--- config.mk ---
export PLATFORM = sky130hd
export DESIGN_NAME = serial_adder
export DESIGN_NICKNAME = d
export VERILOG_FILES = /design/src/rtl/serial_adder.sv
export SDC_FILE = /design/constraint.sdc
export NUM_CORES = 1
export LEC_CHECK = 0
export CAP_MARGIN = 20
export CORE_ASPECT_RATIO = 1.2
export CORE_MARGIN = 3
export CORE_UTILIZATION = 30
export DETAILED_ROUTE_END_ITERATION = 10
export GPL_TIMING_DRIVEN = 0
export SYNTH_ARGS = -nofsm -noshare
export SYNTH_HDL_FRONTEND = slang
export SYNTH_SLANG_ARGS = --single-unit
--- constraint.sdc ---
create_clock -name clk -period 2.8 [get_ports clk]
set_input_delay 0.56 -clock clk [delete_from_list [all_inputs] [get_ports clk]]
set_output_delay 0.56 -clock clk [all_outputs]
set_load 0.02 [all_outputs]
--- src/rtl/serial_adder.sv ---
// Bit-serial adder: one full-adder bit per clock, LSB first, with a registered carry.
// Operands load in parallel on an accepted start; sum/carry publish with a one-cycle done pulse.
module serial_adder #(
    parameter int unsigned WIDTH = 8
) (
    input  logic             clk,
    input  logic             rst,
    input  logic             start,
    input  logic [WIDTH-1:0] a,
    input  logic [WIDTH-1:0] b,
    output logic             busy,
    output logic             done,
    output logic [WIDTH-1:0] sum,
    output logic             carry
);

    localparam int unsigned CntW = $clog2(WIDTH + 1);

    typedef enum logic [1:0] {StIdle, StRun, StDone} state_e;

    state_e            state_q, state_d;
    logic [WIDTH-1:0]  sa_q, sa_d;
    logic [WIDTH-1:0]  sb_q, sb_d;
    logic [WIDTH-1:0]  sr_q, sr_d;
    logic              c_q, c_d;
    logic [CntW-1:0]   cnt_q, cnt_d;
    logic [WIDTH-1:0]  sum_q, sum_d;
    logic              carry_q, carry_d;

    logic              p, g1, s, g2, c_next;
    logic [WIDTH-1:0]  sa_shift, sb_shift, sr_shift;

    // Full adder from two half adders plus OR; shifted register images for the RUN step.
    always_comb begin
        p        = sa_q[0] ^ sb_q[0];
        g1       = sa_q[0] & sb_q[0];
        s        = p ^ c_q;
        g2       = p & c_q;
        c_next   = g1 | g2;
        sa_shift = sa_q >> 1;
        sb_shift = sb_q >> 1;
        // Written as shift-then-insert so WIDTH=1 needs no special case.
        sr_shift = sr_q >> 1;
        sr_shift[WIDTH-1] = s;
    end

    // Next-state logic: start accepted in IDLE or DONE, WIDTH RUN cycles, then publish.
    always_comb begin
        state_d = state_q;
        sa_d    = sa_q;
        sb_d    = sb_q;
        sr_d    = sr_q;
        c_d     = c_q;
        cnt_d   = cnt_q;
        sum_d   = sum_q;
        carry_d = carry_q;
        unique case (state_q)
            StIdle, StDone: begin
                if (start) begin
                    sa_d    = a;
                    sb_d    = b;
                    c_d     = 1'b0;
                    cnt_d   = '0;
                    state_d = StRun;
                end else begin
                    state_d = StIdle;
                end
            end
            StRun: begin
                sr_d  = sr_shift;
                sa_d  = sa_shift;
                sb_d  = sb_shift;
                c_d   = c_next;
                cnt_d = cnt_q + 1'b1;
                if (cnt_q == CntW'(WIDTH - 1)) begin
                    sum_d   = sr_shift;
                    carry_d = c_next;
                    state_d = StDone;
                end
            end
            default: state_d = StIdle;
        endcase
    end

    // State register with synchronous reset; reset abandons any operation in flight.
    always_ff @(posedge clk) begin
        if (rst) begin
            state_q <= StIdle;
            sa_q    <= '0;
            sb_q    <= '0;
            sr_q    <= '0;
            c_q     <= 1'b0;
            cnt_q   <= '0;
            sum_q   <= '0;
            carry_q <= 1'b0;
        end else begin
            state_q <= state_d;
            sa_q    <= sa_d;
            sb_q    <= sb_d;
            sr_q    <= sr_d;
            c_q     <= c_d;
            cnt_q   <= cnt_d;
            sum_q   <= sum_d;
            carry_q <= carry_d;
        end
    end

    // Outputs come straight from flops.
    always_comb begin
        busy  = (state_q == StRun);
        done  = (state_q == StDone);
        sum   = sum_q;
        carry = carry_q;
    end

endmodule

==> out/qor.csv <==
metric;value;unit
status;finished clean;
first_pass_iters;4;
drt_first_iter_violations;58;
grt_pass1_wl;5800;microns
worst_ep_arrival_time;1860;ps
cp_max_fo;10;
grt_pass1_vias;1256;
maxCapViolCount;0;
initial_utilization;0.312;
hold_buffers;0;
synth.avg_cell_area;9.30;sq um
p_leak;0.741;nW
synth_seq_area_share;0.469;
yosys-top-cells-area;dfxtp_1 47%, a21oi_1 8.4%, nand2b_1 7.9%;
n_fill_cell;549;
synth_seq_cells;39;
tritoncts;done;
routed_wirelength;3470;microns
seq_area;781;sq um
gp_congestion;0.736;
grt_start_max_net_pins;12;
fin_crit_sh;0.864;
rsz0062_at_grt;false;
crit_type;reg2out;
grt_remaining_overflow;0;
drtAntennaViolNets;0;
period_minus_slack;2420;ps
dp_cells;270;
finClkSkew;6.28;ps
clock-root-buffer;clkbuf_8;
met3_usage;0.0356;
setup_ws;381;ps
multi_input_area;773;sq um
diodes;0;
instances_no_fill;277;
hp-class;reg2reg;
h-tree-depth;2;
core_area;5330;sq um
yosysWarnings;0;
slew_headroom;0.663;
rows;29;
vias;1338;
synth_edf_count;0;
syn_inst;179;
drv_slew;0;
place_hpwl;2350;microns
power.density;520;nW/um^2
setup_viol;0;
die_h;87.6;microns
synth_area;1660;sq um
reg2reg_depth;5;
area_delta_synth_final;27.4;%
clockBufferDepth;2;
viasPerCell;4.83;
ir_worst_vdd;0.187;mV
gr-usage-all-layers;0.116;
antenna_found_initial;0;
die_area;6480;sq um
start_kind;flop;
clock_latency;290;ps
synth_cell_type_count;24;
wl_per_cell;12.5;microns
fmax;413;MHz
nets;236;
grt.met1_usage;0.144;
drc;0;
cts_setup_buffers;0;
numCtsBuffers;5;
synth_top_cell_by_area;dfxtp_1;
syn_nets;200;
portBuffers;29;
holdPathStages;2;
pre_cts_ws;638;ps
netlist.area_leader.share;0.469;
worstMarginPinSlew;506;ps
top_usage_layer;met2;
use_met2;0.186;
yosysMostFrequentCell;dfxtp_1;
fin_tns_setup;0;ps
synth-main-ff-cell;dfxtp_1;
die_w;74.0;microns
crit_required;2240;ps
ios;30;
hold_viol;0;
cts.clk_slew.worst_paths;70;ps
worstSetupEndpointType;output pin;
post_cts_resized;0;
clock-sinks;39;
drive_above_1_share;0.0977;
synthTopCellsByCount;39 x dfxtp_1, 28 x a21oi_1, 21 x nand2b_1;
async_reset_ff_frac;0;
-- per-layer routing --
metal	up-vias	share of wire
met5	-	0
met4	0	0.018
met3	6	0.042
met2	25	0.47
met1	613	0.47
li1	694	-
-- metrics by stage --
step                cell area (sq um)  power [mW]   util  hold slack (ps)
finish                           2120        1.10  0.397              455
global route                     2120        1.16  0.397              476
CTS                              2120        1.12  0.397              457
detailed placement               2030       0.737  0.381              447
global placement                 2030       0.736  0.381              444
floorplan                        1660       0.683      -              437
-- layout by cell type, fill, tap and decap left out, types with 2 or more instances in the layout --
cell,count
buf_2,5
nand2b_1,21
dfxtp_1,39
clkbuf_1,6
mux2i_1,9
mux2_4,2
nor2b_1,2
buf_6,3
clkdlybuf4s50_1,29
nand3_1,19
clkbuf_8,6
nor2_1,2
a22oi_1,14
nand2_1,18
a21oi_1,28
-- kinds of logic (layout without fill, tap and decap cells) --
family	count (synthesis)	in the layout	share of synthesized area
and+or+nand+nor	67	67	0.221
AOI/OAI and AO/OA	43	43	0.152
DFF	39	39	0.469
buffers and inverters	17	53	0.0662
muxes	11	11	0.0722
adders and majority gates	2	2	0.0195
-- path summary, 6_finish.rpt --
check | startpoint | endpoint | slack [ps]
max | state_q[1]$_SDFFE_PP0P_ | busy | 380
min | sr_q[1]$_SDFFE_PP0P_ | sr_q[1]$_SDFFE_PP0P_ | 450
max reg2reg | state_q[1]$_SDFFE_PP0P_ | sa_q[3]$_SDFFE_PP0P_ | 1460
min reg2reg | sr_q[1]$_SDFFE_PP0P_ | sr_q[1]$_SDFFE_PP0P_ | 450
-- worst max-delay path, stage by stage, from the launching register on --
cell	delay (ps)
dfxtp_1	310
nand2b_1	150
buf_6	150
inv_4	60
buf_8	130
buf_4	170
clkdlybuf4s50_1	620
-- cell type report --
cell class	count	share of cell area
Buffer	16	0.0490
Clock buffer	6	0.0390
Clock inverter	1	0.00236
Inverter	1	0.00295
Multi-Input combinational cell	123	0.365
Sequential cell	39	0.368
Tap cell	62	0.0366
Timing Repair Buffer	29	0.137
-- power breakdown --
part           switching, mW  total [mW]  internal [mW]  leakage (nW)
sequential            0.0126       0.587          0.574         0.317
clock                  0.186       0.379          0.193        0.0470
combinational         0.0696       0.136         0.0661         0.377
total                  0.268        1.10          0.834         0.741
-- registers in the layout, indices dropped and copies added, names as in the netlist --
| signal | count |
|---|---|
| c_q | 1 |
| carry | 1 |
| cnt_q | 4 |
| sa_q | 8 |
| sb_q | 8 |
| sr_q | 7 |
| state_q | 2 |
| sum | 8 |
Power figures use the tool's default switching activity.
